## src/rtl/usb_rst_seq.sv

```systemverilog
// Staged per-domain reset sequencer for the USB device core.
// Releases domains in index order and re-sequences after a software request or a USB bus reset.
module usb_rst_seq #(
  parameter int                   N_DOMAINS    = 2,
  parameter int                   HOLD_CYC     = 4,
  parameter int                   STAGE_DELAY  = 16,
  parameter int                   SE0_DET_CYC  = 120,
  parameter int                   SYNC_STAGES  = 2,
  parameter logic [N_DOMAINS-1:0] BUS_RST_MASK = '1
) (
  input  logic                 clk_48m,
  input  logic                 rst,
  input  logic                 se0,
  input  logic                 sw_rst_req,
  output logic [N_DOMAINS-1:0] rst_out,
  output logic                 bus_rst_det,
  output logic                 bus_rst_active,
  output logic                 busy
);

  localparam int STAGE_W = $clog2(STAGE_DELAY * N_DOMAINS + 1);
  localparam int SE0_W   = $clog2(SE0_DET_CYC + 1);
  localparam int HOLD_W  = $clog2(HOLD_CYC + 1);

  localparam logic [STAGE_W-1:0] STAGE_LAST = STAGE_W'(STAGE_DELAY * N_DOMAINS);
  localparam logic [SE0_W-1:0]   SE0_SAT    = SE0_W'(SE0_DET_CYC);
  localparam logic [SE0_W-1:0]   SE0_LAST   = SE0_W'(SE0_DET_CYC - 1);
  localparam logic [HOLD_W-1:0]  HOLD_LAST  = HOLD_W'(HOLD_CYC - 1);

  typedef enum logic [1:0] {
    S_HOLD,
    S_RELEASE,
    S_RUN,
    S_BUS_RST
  } state_e;

  state_e                 state_q, state_d;
  logic [SYNC_STAGES-1:0] sync_q;
  logic [SE0_W-1:0]       se0_cnt_q, se0_cnt_d;
  logic [HOLD_W-1:0]      hold_cnt_q, hold_cnt_d;
  logic [STAGE_W-1:0]     stage_cnt_q, stage_cnt_d;
  logic [N_DOMAINS-1:0]   rst_out_q, rst_out_d;
  logic                   det_q, det_d;
  logic                   active_q, active_d;
  logic                   busy_q, busy_d;
  logic                   se0_s;

  assign se0_s = sync_q[SYNC_STAGES-1];

  always_ff @(posedge clk_48m or posedge rst) begin
    if (rst) begin
      state_q     <= S_HOLD;
      sync_q      <= '0;
      se0_cnt_q   <= '0;
      hold_cnt_q  <= '0;
      stage_cnt_q <= '0;
      rst_out_q   <= '1;
      det_q       <= 1'b0;
      active_q    <= 1'b0;
      busy_q      <= 1'b1;
    end else begin
      state_q     <= state_d;
      sync_q      <= {sync_q[SYNC_STAGES-2:0], se0};
      se0_cnt_q   <= se0_cnt_d;
      hold_cnt_q  <= hold_cnt_d;
      stage_cnt_q <= stage_cnt_d;
      rst_out_q   <= rst_out_d;
      det_q       <= det_d;
      active_q    <= active_d;
      busy_q      <= busy_d;
    end
  end

  // Bus reset wins over a simultaneous software request; BUS_RST ignores both.
  always_comb begin
    se0_cnt_d = se0_cnt_q;
    if (!se0_s) begin
      se0_cnt_d = '0;
    end else if (se0_cnt_q != SE0_SAT) begin
      se0_cnt_d = se0_cnt_q + SE0_W'(1);
    end
    det_d = se0_s && (se0_cnt_q == SE0_LAST);

    state_d     = state_q;
    hold_cnt_d  = hold_cnt_q;
    stage_cnt_d = stage_cnt_q;
    case (state_q)
      S_HOLD: begin
        if (det_d) begin
          state_d    = S_BUS_RST;
          hold_cnt_d = '0;
        end else if (sw_rst_req) begin
          hold_cnt_d = '0;
        end else if (hold_cnt_q == HOLD_LAST) begin
          state_d     = S_RELEASE;
          hold_cnt_d  = '0;
          stage_cnt_d = '0;
        end else begin
          hold_cnt_d = hold_cnt_q + HOLD_W'(1);
        end
      end
      S_RELEASE: begin
        if (det_d) begin
          state_d     = S_BUS_RST;
          stage_cnt_d = '0;
        end else if (sw_rst_req) begin
          state_d     = S_HOLD;
          hold_cnt_d  = '0;
          stage_cnt_d = '0;
        end else begin
          stage_cnt_d = stage_cnt_q + STAGE_W'(1);
          if (stage_cnt_d == STAGE_LAST) begin
            state_d = S_RUN;
          end
        end
      end
      S_RUN: begin
        if (det_d) begin
          state_d = S_BUS_RST;
        end else if (sw_rst_req) begin
          state_d     = S_HOLD;
          hold_cnt_d  = '0;
          stage_cnt_d = '0;
        end
      end
      S_BUS_RST: begin
        if (!se0_s) begin
          state_d     = S_HOLD;
          hold_cnt_d  = '0;
          stage_cnt_d = '0;
        end
      end
      default: begin
        state_d     = S_HOLD;
        hold_cnt_d  = '0;
        stage_cnt_d = '0;
      end
    endcase
  end

  // Each domain's slot is the stage count at which its reset is dropped.
  always_comb begin
    rst_out_d = rst_out_q;
    if ((state_q != S_BUS_RST) && det_d) begin
      rst_out_d = (sw_rst_req ? {N_DOMAINS{1'b1}} : rst_out_q) | BUS_RST_MASK;
    end else if ((state_q != S_BUS_RST) && sw_rst_req) begin
      rst_out_d = {N_DOMAINS{1'b1}};
    end else if (state_q == S_RELEASE) begin
      for (int i = 0; i < N_DOMAINS; i++) begin
        if (stage_cnt_d == STAGE_W'(STAGE_DELAY * (i + 1))) begin
          rst_out_d[i] = 1'b0;
        end
      end
    end
    busy_d   = (state_d != S_RUN);
    active_d = (state_d == S_BUS_RST);
  end

  assign rst_out        = rst_out_q;
  assign bus_rst_det    = det_q;
  assign bus_rst_active = active_q;
  assign busy           = busy_q;

endmodule

```

## config.mk

```make
export PLATFORM = sky130hd
export DESIGN_NAME = usb_rst_seq
export DESIGN_NICKNAME = d
export VERILOG_FILES = /design/src/rtl/usb_rst_seq.sv
export SDC_FILE = /design/constraint.sdc
export NUM_CORES = 1
export LEC_CHECK = 0
export CAP_MARGIN = 15
export CORE_UTILIZATION = 52
export CTS_CLUSTER_SIZE = 12
export DETAILED_ROUTE_END_ITERATION = 8
export PLACE_DENSITY = 0.72
export SYNTH_ARGS = -nofsm -noshare
export SYNTH_HDL_FRONTEND = slang
export SYNTH_SLANG_ARGS = --single-unit
```

## constraint.sdc

```tcl
create_clock -name clk_48m -period 2.11 [get_ports clk_48m]
set_input_delay 0.3165 -clock clk_48m [delete_from_list [all_inputs] [get_ports clk_48m]]
set_output_delay 0.3165 -clock clk_48m [all_outputs]
set_load 0.01 [all_outputs]
```

Word level (Yosys, flattened, before mapping)
Cells that the tools add are included.
{"block": "classes", "n_eq_ne": 16, "addsub": 3, "mux": 33, "n_reduce_logical": 11}
{"cell": "$mux 6", "n": 8}
{"cell": "$mux 2", "n": 12}
{"cell": "$pmux 6 s4", "n": 1}
{"cell": "$mux 3", "n": 6}
{"cell": "$mux 7", "n": 2}
{"cell": "$eq 6x6->1 const B", "n": 2}
{"cell": "$pmux 3 s3", "n": 1}
{"cell": "$reduce_bool 3->1", "n": 3}
{"cell": "$ne 2x2->1 const B", "n": 4}
{"cell": "$pmux 2 s4", "n": 1}
{"cell": "$add 7x1->7 const B", "n": 1}
{"cell": "$eq 7x7->1 const B", "n": 1}
{"cell": "$ne 7x7->1 const B", "n": 1}
{"cell": "$add 6x1->6 const B", "n": 1}
{"cell": "$eq 2x2->1 const B", "n": 3}
{"cell": "$eq 6x5->1 const B", "n": 1}
{"cell": "$ne 2x1->1 const B", "n": 2}
{"cell": "$reduce_and 2->1", "n": 2}
{"cell": "$add 3x1->3 const B", "n": 1}
{"cell": "$eq 3x2->1 const B", "n": 1}
{"cell": "$logic_and 1x1->1", "n": 3}
{"cell": "$reduce_and 3->1", "n": 1}
{"cell": "$eq 2x1->1 const B", "n": 1}
{"cell": "$logic_not 2->1", "n": 1}
{"cell": "other kinds (2)", "n": 3}
{"block": "word_totals", "regBits": 25}

Depth between registers and ports, before layout
Gate-level depths: netlist (run 1).
{"block": "depth", "ltp_word": 10, "mapped_depth": 8}

Worst setup path before layout (run 1)
Ideal clock, no wire load.
{"block": "synth_timing", "path_type": "register to register", "start": "register state_q[0]", "end": "register rst_out_q[0] (netlist: rst_out[0])", "required_time_ns": 2.027, "setup_slack_ns": 0.055, "path_stages_with_launch": 9, "synth_period_minus_slack_ns": 2.055, "t_arrival_ns": 1.971, "path_buffers": 1, "path_cell_list": "dfrtp_1 -> inv_1 -> ha_1 -> clkbuf_1 -> nor3b_1 -> o21ai_4 -> a21oi_2 -> or4_1 -> o32a_1"}
{"block": "synth_between", "elab_chain_cells": 5, "elab_cells_between_ends": 14, "classes_between": "eq/ne: 5; mux: 3; reduce/logical: 6"}
{"item": "from (decl)", "line": "37", "source": "state_e state_q, state_d;"}
{"item": "from (signal assigned)", "line": "62", "source": "state_q <= state_d;"}
{"item": "$eq 2x2->1 (tied with other cells)", "line": "87", "source": "case (state_q)"}
{"item": "$pmux 6 s4", "line": "87"}
{"item": "$eq 6x5->1", "line": "150", "source": "if (stage_cnt_d == STAGE_W'(STAGE_DELAY * (i + 1))) begin"}
{"item": "$reduce_bool 3->1 (no source line)"}
{"item": "$reduce_and 2->1 (no source line)"}
{"item": "to (signal assigned)", "line": "67", "source": "rst_out_q <= rst_out_d;"}
{"item": "to (decl)", "line": "42", "source": "logic [N_DOMAINS-1:0] rst_out_q, rst_out_d;"}
Parallel ways exist; a longest one is shown, timed or not.
A chain may end at the register's enable or synchronous reset.

Worst setup path after layout (run 1)
{"block": "layout_timing", "start": "register se0_cnt_q[1]", "end": "register rst_out_q[0] (netlist: rst_out[0])"}
{"block": "layout_between", "elab_chain_cells": 7, "elab_cells_between_ends": 12, "classes_between": "eq/ne: 2; mux: 5; reduce/logical: 5"}
{"item": "from (decl)", "line": "39", "source": "logic [SE0_W-1:0] se0_cnt_q, se0_cnt_d;"}
{"item": "from (signal assigned)", "line": "64", "source": "se0_cnt_q <= se0_cnt_d;"}
{"item": "$eq 7x7->1 *", "line": "82", "source": "det_d = se0_s && (se0_cnt_q == SE0_LAST);"}
{"item": "$logic_and 1x1->1 *", "line": "82"}
{"item": "$mux 6 (on tied branches)", "line": "118, 103, 89"}
{"item": "$pmux 6 s4", "line": "87"}
{"item": "$eq 6x5->1", "line": "150"}
{"item": "$reduce_bool 3->1 (no source line)"}
{"item": "$reduce_and 2->1 (no source line)"}
Every way passes the cells marked *; elsewhere a longest branch is shown, timed or not.

==> results of run 1 <==
cells in the final DEF, fill, tap and decap left out, drive strengths merged, types with 7 or more instances in the layout:
cell	Yosys	final
ha	8	8
clkdlybuf4s50	0	8
inv	12	12
a21oi	9	9
nor2	7	7
o21ai	16	16
nand3	9	9
dfrtp	22	22
nand2	11	11
buf	1	13
final timing paths:
kind	startpoint	to	slack [ns]	depth (start not counted)
worst max-delay path	se0_cnt_q[1]	rst_out[0]	0.07	6
worst min-delay path	rst	stage_cnt_q[1]	0.35	3
worst max register to register	se0_cnt_q[1]	rst_out[0]	0.07	6
worst min register to register	sync_q[0]	sync_q[1]	0.37	0
max in group asynchronous	rst	rst_out[0]	1.47	3
min in group clk_48m	sync_q[0]	sync_q[1]	0.37	0
state kept, by name, indices dropped and copies added (netlist names):
name	flops
stage_cnt_q	6
busy	1
state_q	2
bus_rst_det	1
se0_cnt_q	7
rst_out	2
hold_cnt_q	3
sync_q	2
bus_rst_active	1
critical path, delay by kind of cell (launching register included):
kind | cells | cell delay [ns]
simple gates | 2 | 0.66
compound gates | 3 | 0.62
flops | 1 | 0.41
fa+ha+maj | 1 | 0.29
report_power, final:
group          total [W]  switching (W)  internal, W
Combinational   0.000355       0.000187     0.000168
Clock           0.000207       0.000133    0.0000737
Sequential      0.000556      0.0000376     0.000518
layer usage:
layer / global-route usage (%) / vias up
met5: 0 / -
met4: 6.84 / 0
met3: 3.61 / 4
met2: 34.5 / 19
met1: 29.5 / 543
li1: - / 577
logic make-up after synthesis:
| kind of cell | synth area share [%] |
|---|---|
| compound gates | 18.5 |
| flops | 43.7 |
| buf+inv | 3.74 |
| fa+ha+maj | 6.96 |
| mux | 1.39 |
| simple gates | 22.6 |
| xor+xnor | 3.04 |
through the flow:
stage,cell area (µm²),TNS (ns),total power [W],hold WS (ns),std cells
CTS,1670,0,0.00112,0.356,202
floorplan,1440,0,0.000784,0.331,149
global placement,1630,0,0.000880,0.332,196
finish,1680,0,0.00112,0.351,202
global route,1680,0,0.00120,0.374,202
detailed placement,1630,-0.0414,0.000890,0.336,196
final cells by class:
type / instances / area (µm²) / share of cell area, %
Clock buffer: 4 / 26.3 / 1.57
Inverter: 12 / 45.0 / 2.68
Multi-Input combinational cell: 110 / 762 / 45.4
Sequential cell: 25 / 629 / 37.5
Tap cell: 30 / 37.5 / 2.24
Timing Repair Buffer: 21 / 178 / 10.6
repair_timing:
item | 4_1_cts | 5_1_grt
setup buffers | 2 | 0
pin swaps | 0 | 1
setup endpoints to repair | 1 | 1
resized for setup | 0 | 2
==> impl_metrics.ini, run 1 <==
[worst_setup_path]
cpPeakStageDelay_ns = 0.49
worstPathMaxFanout = 5
crit_type = reg -> reg
cp_cell_sequence = ha_1 > nand4b_4 > o21ai_0 > a31oi_1 > or4_1 > o32a_1
end_kind = register
crit_slowest_cell = or4_1
crit_arrival_ns = 2.29
start_kind = register
cp.required_ns = 2.36

[clock_network]
cts_tree = built
clk_pin_slew_worst_paths_ns = 0.13
clock_latency_ns = 0.30
clock-root-buffer = clkbuf_4
cts_buffers = 3
clockBufferDepth = 2
cts.sinks = 25
cts_hold_buf = 0
ctsHtreeMaxLevel = 1

[logic_synthesis]
synth.avg_cell_area_um2 = 9.66
synth_cell_types = 41
synth_area_um2 = 1440
mappedNetlistNets = 161
synth_ff_type = dfrtp_1
synth-edff-count = 0
ys.warnings.count = 0
synthTopCellsByCount = 22 x dfrtp_1, 14 x o21ai_0, 12 x inv_1
syn_inst = 149
synth-seq-cells = 25
async_reset_ff_share_pct = 100
synth_area_leaders = dfrtp_1 38%, ha_1 7.0%, dfstp_2 5.5%, o21ai_0 4.9%, inv_1 3.1%
yosysMostFrequentCell = dfrtp_1
yosysSeqAreaShare_pct = 43.7
synth_area_leader_cell = dfrtp_1
synth_top_area_share_pct = 38.3

[timing]
period_needed_ns = 2.04
fmax_ghz = 0.490
fin_ws_ns = 0.0676
slew_violations = 0
rsz0062_at_grt = no
setup_viol = 0
hold_viol = 0
relSlewSlack_pct = 68.0
worst_pin_slew_ns = 0.477
fin_skew_ns = 0.00251
period_share_pct = 96.8

[die]
ios = 9
core_area_um2 = 2540
die_area_um2 = 2980
rows = 18
start_util_pct = 56.5
die_w_um = 54.6
die_h_um = 54.6

[placement]
port-buffer-count = 8
gp_congestion = 0.905
pre_cts_slack_ns = -0.0414
dpl.hpwl_um = 2120

[routing]
routed.top_layer = met4
wl_met2_um = 1370
drt_iter0_markers = 27
dr_wl_met3_um = 71
wl_met1_um = 1350
route.antenna.remaining_nets = 0
vias = 1143
drt-total-wl_um = 2830
drcViolationCount = 0
viasPerCell = 5.66
drt-pass1-iter-count = 4
wl_per_cell_um = 14.0

[power]
powerDensity_nw_per_um2 = 667
leakage_nw = 0.766
max-vdd-ir-drop_uv = 607

[final_layout]
area_delta_synth_final_pct = 16.6
final_nets = 185
drive_gt1_share_pct = 15.7
final_core_util_pct = 65.9
fillers = 220
antenna_cells = 0

[status]
status = finished, final reports clean

[min_path]
min_path_type = in -> async

[grt]
grt_pass1_vias = 1064
grt_first_pass_wirelength_um = 4580
grt_overflow = 0
grt_use_total_pct = 21.6
grt_start_max_net_pins = 26
antenna_found_initial = 0

[flow_run]
cap_viol_max_count = 0
Note: power is estimated with default switching activity, not from simulation.
==> run 2, diff against run 1 <==
--- a/config.mk
+++ b/config.mk
@@ -6,6 +6,7 @@
 export NUM_CORES = 1
 export LEC_CHECK = 0
 export CAP_MARGIN = 15
+export CORE_MARGIN = 2
 export CORE_UTILIZATION = 52
 export CTS_CLUSTER_SIZE = 12
 export DETAILED_ROUTE_END_ITERATION = 8
==> run 2 against run 1 <==
  * Count of clock-buffer cells in the layout is 1 lower
  * Non-clock buffer count decreased by 4
  * Via count decreased by 1.5%
  * Power is 2.8% lower
  * Maximum frequency down 0.24%
  * Register-to-register slack about the same
  * Worst setup slack got worse by 0.0049 ns
  * Hold slack got worse by 0.057 ns
  * Sequential cell count is the same
  * Design area is 1.9% lower
  * Critical path type unchanged
  * Largest cell class unchanged
  * Highest routed layer unchanged
==> impl_metrics.ini, run 2 (synthesis gave the netlist of run 1 again) <==
[worst_setup_path]
crit_arrival_ns = 2.30
r2r_start = state_q[0]
start_kind = register
cp_cell_sequence = inv_1 > ha_1 > nand2b_1 > o21ai_1 > a211oi_1 > or4_1 > o32a_1
end_kind = register
worstPathMaxFanout = 6
cpPeakStageDelay_ns = 0.44
rr_endpoint = rst_out[0]
cp.required_ns = 2.37
reg2regPathDepth = 7
crit_type = reg -> reg
reg2reg_slack_ns = 0.06
crit_slowest_cell = dfrtp_2

[final_layout]
final_nets = 181
top_register = se0_cnt_q
top_regs = se0_cnt_q (7), stage_cnt_q (6), hold_cnt_q (3)
largest_register_ffs = 7
antenna_cells = 0
mostFrequentLayoutCells = 21 x dfrtp_1, 14 x o21ai_0, 12 x inv_1
drive_gt1_share_pct = 13.7
register_area_um2 = 631
fillers = 235
area_delta_synth_final_pct = 14.3
multiInputGateArea_um2 = 756
final_core_util_pct = 61.2
final_common_cell = dfrtp_1

[min_path]
min_path_type = in -> async

[clock_network]
ctsHtreeMaxLevel = 1
clockBufferDepth = 2
cts_tree = built
cts_resized = 0
clk_pin_slew_worst_paths_ns = 0.13
post-cts-setup-buffer-count = 0
cts_buffers = 3
clock_latency_ns = 0.32
cts.sinks = 25
clock-root-buffer = clkbuf_4
cts_hold_buf = 0

[timing]
rsz0062_at_grt = yes
worst_pin_slew_ns = 0.467
period_needed_ns = 2.05
period_share_pct = 97.0
relSlewSlack_pct = 68.8
fmax_ghz = 0.488
tns_ns = 0
setup_viol = 0
timing.hold.ws_ns = 0.294
hold_viol = 0
slew_violations = 0
fin_skew_ns = 0.00575

[die]
rows = 19
start_util_pct = 53.6
core_area_um2 = 2690
die_h_um = 56.6
die_w_um = 56.6
ios = 9
die_area_um2 = 3200

[power]
p_seq_share_pct = 51.9
leakage_nw = 0.747
power.internal_w = 0.000731
powerDensity_nw_per_um2 = 661
p_sw_w = 0.000357
clockPowerShare_pct = 19.3
pwr-share-comb_pct = 28.7
switching_share_pct = 32.8
max-vdd-ir-drop_uv = 511

[routing]
drcViolationCount = 0
route.antenna.remaining_nets = 0
wl_per_cell_um = 14.1
drt-total-wl_um = 2800
vias = 1126
drt-pass1-iter-count = 4
drt_iter0_markers = 37
viasPerCell = 5.66

[placement]
dpl.hpwl_um = 2210
gp_congestion = 0.943
port-buffer-count = 8

[flow_run]
cap_viol_max_count = 0

[grt]
grt_pass1_vias = 1144
grt_overflow = 0
grt_start_max_net_pins = 15
antenna_found_initial = 0
grt_use_total_pct = 20.5
grt_first_pass_wirelength_um = 5040

[status]
status = finished, final reports clean
## run 2: cell types whose count changed in the layout (fill, tap and decap cells not counted), sizes merged
cell / previous run / this run
buf: 13 / 9
clkbuf: 4 / 3
clkinv: 0 / 1
## run 2: power by group through the flow
stage | Clock (W) | Combinational (W) | Sequential (W)
after detailed placement | 0 | 0.000315 | 0.000572
final | 0.000210 | 0.000313 | 0.000565
after global routing | 0.000237 | 0.000362 | 0.000571
after global placement | 0 | 0.000295 | 0.000567
after floorplan | 0 | 0.000224 | 0.000561
after CTS | 0.000219 | 0.000316 | 0.000562
## run 2: critical path: cells and delay by family, from the launching register on
family	cells	cell delay [ns]
buffers and inverters	1	0.07
AOI/OAI and AO/OA	3	0.63
and+or+nand+nor	2	0.59
adders and majority gates	1	0.26
DFF	1	0.44
## run 2: area by class of cell
class                   count  share of cell area (%)
well taps                  31                    2.36
repair buffers             17                    8.97
flip-flops and latches     25                    38.3
inverters                  12                    2.74
clock inverters             1                   0.304
clock buffers               3                    1.37
multi-input cells         110                    45.9
## run 2: metrics by stage
step           std cells  power, W  setup WS [ns]  cell area [µm²]
5_1_grt              199   0.00117        -0.0564             1650
6_report             199   0.00109         0.0627             1650
2_1_floorplan        149  0.000784         0.0552             1440
4_1_cts              199   0.00110         0.0453             1640
3_3_place_gp         195  0.000862         0.0494             1620
3_5_place_dp         195  0.000887        -0.0255             1620
## run 2: worst max-delay path by stage
stage                           from          to  slack (ns)  cells after the start
after floorplan           state_q[0]  rst_out[0]        0.06                      8
after global placement    sw_rst_req  rst_out[0]        0.05                      6
after detailed placement  sw_rst_req  rst_out[0]       -0.03                      6
after CTS                 state_q[0]  rst_out[0]        0.05                      7
after global routing      state_q[0]  rst_out[0]       -0.06                      7
final                     state_q[0]  rst_out[0]        0.06                      7
## run 2: routing by layer
metal | part of all wire, % | global-route usage (%) | up-vias
met2 | 49 | 32.4 | 15
met4 | 2.1 | 9.86 | 0
li1 | - | - | 567
met1 | 46 | 27.4 | 538
met3 | 2.1 | 3.23 | 6
met5 | 0 | 0 | -
==> RTL edit 1: new RTL, config.mk and constraints of run 2 <==
The output `bus_rst_active` loses its register stage (`active_q` becomes a continuous assignment).
--- a/src/rtl/usb_rst_seq.sv
+++ b/src/rtl/usb_rst_seq.sv
@@ -56,7 +56,6 @@
       stage_cnt_q <= '0;
       rst_out_q   <= '1;
       det_q       <= 1'b0;
-      active_q    <= 1'b0;
       busy_q      <= 1'b1;
     end else begin
       state_q     <= state_d;
@@ -66,10 +65,11 @@
       stage_cnt_q <= stage_cnt_d;
       rst_out_q   <= rst_out_d;
       det_q       <= det_d;
-      active_q    <= active_d;
       busy_q      <= busy_d;
     end
   end
+
+  assign active_q = active_d;
 
   // Bus reset wins over a simultaneous software request; BUS_RST ignores both.
   always_comb begin
Function: no difference found for any inputs over 10 cycles, from zero or initial values and one cycle with rst high; that may be too few to reach the edited logic, so the function may still have changed.
==> RTL edit 1 against run 2 <==
- the flow now finishes with violations (negative setup slack)
- setup slack worse by 0.34 ns
- synthesized area up 6.3%
- routed wire length is 40% higher
- clock skew grew 0.0032 ns
- power up 30%
- design area rose by 28%
- non-clock buffer count up 39
- clock power is 65% higher
- sequential cell count fell by 1
- sequential power fell by 7.8%
- highest routed layer unchanged
==> RTL edit 1: results (changes against run 2) <==
{
  "gp_congestion": {"value": 0.981, "change": "+4.1%"},
  "rr_worst_depth": {"value": 9, "change": "+2"},
  "totalWireLength": {"value": 3910, "unit": "µm", "change": "+40%"},
  "tightest_slew": {"value": 0.446, "unit": "ns", "change": "-0.0207 ns"},
  "finalSetupViolations": {"value": 1, "change": "+1"},
  "fraction_of_layout_cells_with_a_size_suffix_above_1": {"value": 40.6, "unit": "%", "change": "+27 points"},
  "grtUsageMet1": {"value": 31.3, "unit": "%", "change": "+3.9 points"},
  "design.final.nets": {"value": 220, "change": "+22%"},
  "fill_cells": {"value": 204, "change": "-13%"},
  "postSynthNetCount": {"value": 165, "change": "+2.5%"},
  "grt_util_met3": {"value": 2.01, "unit": "%", "change": "-1.2 points"},
  "post-layout-total-power": {"value": 1410, "unit": "µW", "change": "+30%"},
  "synth_cell_type_count": {"value": 50, "change": "+22%"},
  "static_leakage": {"value": 0.000990, "unit": "µW", "change": "+33%"},
  "met1_length": {"value": 1660, "unit": "µm", "change": "+28%"},
  "clkPwrFrac": {"value": 24.5, "unit": "%", "change": "+5.2 points"},
  "met2RoutedLength": {"value": 2030, "unit": "µm", "change": "+47%"},
  "worstPathArrival": {"value": 2.07, "unit": "ns", "change": "-0.23 ns"},
  "route.detailed.vias_per_inst": {"value": 5.72, "change": "+1.1%"},
  "powerSeq": {"value": 521, "unit": "µW", "change": "-7.8%"},
  "largest_net_degree_at_the_start_of_global_routing": {"value": 25, "change": "+10"},
  "vdd_ir_drop_max": {"value": 0.880, "unit": "mV", "change": "+72%"},
  "first_global_vias": {"value": 1411, "change": "+23%"},
  "clock-skew-final": {"value": 0.00890, "unit": "ns", "change": "+0.00315 ns"},
  "run_status": {"value": "complete, but fails checks"},
  "crit_path_end": {"value": "bus_rst_active"},
  "grt_first_pass_wirelength": {"value": 6460, "unit": "µm", "change": "+28%"},
  "setup_tns": {"value": -0.278, "unit": "ns", "change": "-0.278 ns"},
  "violations": {"value": "negative setup slack"},
  "postLayoutSetupSlackWorst": {"value": -0.278, "unit": "ns", "change": "-0.340 ns"},
  "internal-power": {"value": 981, "unit": "µW", "change": "+34%"},
  "drtIter0Drc": {"value": 60, "change": "+62%"},
  "met3_length": {"value": 74, "unit": "µm", "change": "+25%"},
  "synthTopCellsByCount": {"value": "sky130_fd_sc_hd__dfrtp_1 (21), sky130_fd_sc_hd__nand2_1 (12), sky130_fd_sc_hd__o21ai_0 (11), sky130_fd_sc_hd__nor2_1 (9)"}
}
RTL edit 1: changes by cell type after synthesis, moves of 3 or more:
cell                      change
sky130_fd_sc_hd__a21oi_1      -3
sky130_fd_sc_hd__buf_6        +4
sky130_fd_sc_hd__inv_1        -4
sky130_fd_sc_hd__o21a_1       +3
sky130_fd_sc_hd__o21ai_0      -3
sky130_fd_sc_hd__xnor2_1      +4
RTL edit 1: repair_timing:
action | CTS | global route
setup endpoints to repair | 3 | 5
pin swaps | 7 | 5
setup buffers | 9 | 5
gates cloned | 0 | 0
gates resized for setup | 19 | 13
RTL edit 1: logic make-up (layout without fill, tap and decap cells):
logic type,after synthesis,count (layout),synth area share (%)
flip-flops,24,24,39.5
adder cells (fa/ha/maj),8,8,6.54
AND/OR/NAND/NOR,55,55,21.8
XOR/XNOR,8,8,4.58
AO/OA/AOI/OAI,42,42,19.9
multiplexers,2,2,1.39
buffers and inverters,14,68,6.30
RTL edit 1: cell type report:
class,count,area (µm²),area share [%]
inverter,8,30.0,1.42
clock buffer,3,22.5,1.07
timing repair buffer,56,443,21.0
multi-input combinational,115,938,44.5
clock inverter,1,30.0,1.42
sequential,24,606,28.7
tap,31,38.8,1.84
RTL edit 1: worst register-to-register path, delay by kind of cell, from the launching register on:
family,cells,cell delay (ns)
AND/OR/NAND/NOR,1,0.14
AO/OA/AOI/OAI,5,0.97
adder cells (fa/ha/maj),1,0.20
buffers and inverters,2,0.25
flip-flops,1,0.44
RTL edit 1: stage by stage:
step	worst slack, ns	instances	util (%)	instance area [µm²]	hold slack (ns)
global placement	-0.309	225	67.4	1880	0.332
finish	-0.278	238	75.8	2110	0.313
global route	-0.353	238	75.8	2110	0.353
CTS	-0.223	237	73.9	2060	0.320
floorplan	0.126	153	-	1530	0.329
detailed placement	-0.352	225	67.4	1880	0.350
==> RTL edit 2: new RTL, config.mk and constraints of run 2 <==
Without the edit above. The parameter `SE0_DET_CYC` goes from 120 to 240.
--- a/src/rtl/usb_rst_seq.sv
+++ b/src/rtl/usb_rst_seq.sv
@@ -4,7 +4,7 @@
   parameter int                   N_DOMAINS    = 2,
   parameter int                   HOLD_CYC     = 4,
   parameter int                   STAGE_DELAY  = 16,
-  parameter int                   SE0_DET_CYC  = 120,
+  parameter int                   SE0_DET_CYC  = 240,
   parameter int                   SYNC_STAGES  = 2,
   parameter logic [N_DOMAINS-1:0] BUS_RST_MASK = '1
 ) (
Function: same outputs for any inputs over 10 cycles, from zero or initial values and one cycle with rst high; that may be too few to reach the edited logic, so the function may still have changed.
==> RTL edit 2 against run 2 <==
- hold slack worse by 0.046 ns
- first-iteration DRC count is 140% higher
- routed wire length is 24% higher
- utilization is 2.3 points higher
- design area is 17% higher
- sequential cell count is 1 higher
- setup slack better by 0.0091 ns
- synthesized area is 13% higher
- die area is 12% higher
- global-route usage is 1.6 points higher
- sequential share of layout area is 4.3 points lower
Power is not compared: it rests on default switching activity, and its combinational part moved more than twofold at a synthesized area within 25%.
==> RTL edit 2: results (changes against run 2) <==
{
  "grt_first_pass_wirelength": {"value": 5980, "unit": "µm", "change": "+19%"},
  "design.final.nets": {"value": 207, "change": "+14%"},
  "postSynthNetCount": {"value": 186, "change": "+16%"},
  "drtPass1Iterations": {"value": 4, "change": "unchanged"},
  "worstPathMaxFanout": {"value": 8, "change": "+2"},
  "ys_warn_count": {"value": 0, "change": "unchanged"},
  "top_regs": {"value": "se0_cnt_q x8, stage_cnt_q x6, hold_cnt_q x3"},
  "largest_net_degree_at_the_start_of_global_routing": {"value": 17, "change": "+2"},
  "tightest_slew": {"value": 0.573, "unit": "ns", "change": "+0.106 ns"},
  "drtIter0Drc": {"value": 90, "change": "+140%"},
  "grt_usage": {"value": 22.1, "unit": "%", "change": "+1.6 points"},
  "sequential_fraction_of_the_synthesis_area": {"value": 40.1, "unit": "%", "change": "-3.6 points"},
  "post-dp-hpwl": {"value": 2570, "unit": "µm", "change": "+16%"},
  "wl_per_cell": {"value": 14.6, "unit": "µm", "change": "+3.9%"},
  "worst_r2r_endpoint": {"value": "rst_out[1]"},
  "route.detailed.vias_per_inst": {"value": 5.86, "change": "+3.6%"},
  "clock-skew-final": {"value": 0.00523, "unit": "ns", "change": "-0.000517 ns"},
  "root_buffer_cell": {"value": "sky130_fd_sc_hd__clkbuf_4"},
  "rr_worst_depth": {"value": 9, "change": "+2"},
  "rrSetupSlack": {"value": 0.07, "unit": "ns"},
  "max-cap-violations": {"value": 0, "change": "unchanged"},
  "cts_made_buffers": {"value": 3, "change": "unchanged"},
  "run_status": {"value": "complete, no violations"},
  "gp_congestion": {"value": 0.905, "change": "-4.1%"},
  "fraction_of_layout_cells_with_a_size_suffix_above_1": {"value": 21.1, "unit": "%", "change": "+7.4 points"},
  "vdd_ir_drop_max": {"value": 0.650, "unit": "mV"},
  "static_leakage": {"value": 0.000842, "unit": "µW"},
  "synth_cell_type_count": {"value": 55, "change": "+34%"},
  "synthTopCellsByCount": {"value": "sky130_fd_sc_hd__dfrtp_1 (23), sky130_fd_sc_hd__nand2_1 (15), sky130_fd_sc_hd__nor2_1 (12), sky130_fd_sc_hd__inv_1 (11), sky130_fd_sc_hd__o21ai_0 (11)"},
  "worstSkewPairLatency": {"value": 0.33, "unit": "ns"},
  "synth_area_leaders": {"value": "sky130_fd_sc_hd__dfrtp_1 (35%), sky130_fd_sc_hd__ha_1 (6.1%), sky130_fd_sc_hd__dfstp_2 (4.8%)"},
  "cts_max_path_buffers": {"value": 2, "change": "unchanged"},
  "worstPathArrival": {"value": 2.30, "unit": "ns", "change": "about the same"},
  "clock_edge_transition_at_the_registers_on_the_reported_setup_and_hold_paths": {"value": 0.14, "unit": "ns"},
  "rr_startpoint": {"value": "state_q[1]"},
  "first_global_vias": {"value": 1312, "change": "+15%"},
  "fill_cells": {"value": 253, "change": "+7.7%"}
}
[RTL edit 2: critical path, stage by stage (launching register included)]
cell and delay, ns:
sky130_fd_sc_hd__dfrtp_1 0.45, sky130_fd_sc_hd__inv_1 0.14, sky130_fd_sc_hd__ha_1 0.21, sky130_fd_sc_hd__nor3b_2 0.21, sky130_fd_sc_hd__o21ai_0 0.11, sky130_fd_sc_hd__buf_4 0.18, sky130_fd_sc_hd__nor3b_1 0.22, sky130_fd_sc_hd__a211o_1 0.18
sky130_fd_sc_hd__nor3_2 0.06, sky130_fd_sc_hd__a31oi_1 0.20
[RTL edit 2: stage by stage]
step                      setup slack, ns  cells  hold WS (ns)  instance area, µm²  setup TNS [ns]
after global placement             0.0288    231         0.336                1810               0
after floorplan                     0.232    174         0.331                1630               0
after CTS                         0.00739    236         0.256                1880               0
after detailed placement          -0.0948    231         0.347                1810          -0.299
final                              0.0719    238         0.248                1920               0
after global routing              -0.0748    238         0.285                1920          -0.120
[RTL edit 2: area by class of cell]
cell class,instances,area share (%)
Clock buffer,3,1.17
Clock inverter,1,1.56
Inverter,12,2.73
Multi-Input combinational cell,129,47.6
Sequential cell,26,34.0
Tap cell,44,2.86
Timing Repair Buffer,23,10.0
[RTL edit 2: worst max-delay path by stage]
| stage | from | depth (start not counted) | slack (ns) | to |
|---|---|---|---|---|
| 2_1_floorplan | state_q[1] | 8 | 0.23 | rst_out[0] |
| 3_3_place_gp | sw_rst_req | 7 | 0.03 | rst_out[0] |
| 3_5_place_dp | sw_rst_req | 6 | -0.09 | busy |
| 4_1_cts | state_q[1] | 9 | 0.007 | rst_out[1] |
| 5_1_grt | state_q[1] | 9 | -0.07 | rst_out[1] |
| 6_report | state_q[1] | 9 | 0.07 | rst_out[1] |
[RTL edit 2: per-layer routing]
layer  vias to the layer above  GRT usage [%]  part of all wire (%)
met1                       655           30.5                    44
met3                         9           3.90                   7.2
li1                        667              -                     -
met4                         0           6.35                   1.7
met2                        64           35.7                    47
met5                         -              0                     0
[RTL edit 2: logic make-up after synthesis]
family	synth area share (%)
AO/OA/AOI/OAI	19.4
XOR/XNOR	2.69
adder cells (fa/ha/maj)	6.14
buffers and inverters	5.91
flip-flops	40.1
multiplexers	0.614
AND/OR/NAND/NOR	25.1
[RTL edit 2: repair_timing]
action                                  in CTS  in global routing
gates resized for setup                      2                  8
buffers inserted                             1                  2
endpoints found under the setup margin       4                  6
pin swaps                                    0                  0
gates cloned                                 0                  0
[RTL edit 2: power breakdown]
group / total, µW / internal, µW / switching (µW)
logic: 715 / 322 / 392
clock network: 345 / 192 / 153
registers: 601 / 561 / 40.2
total: 1660 / 1080 / 585
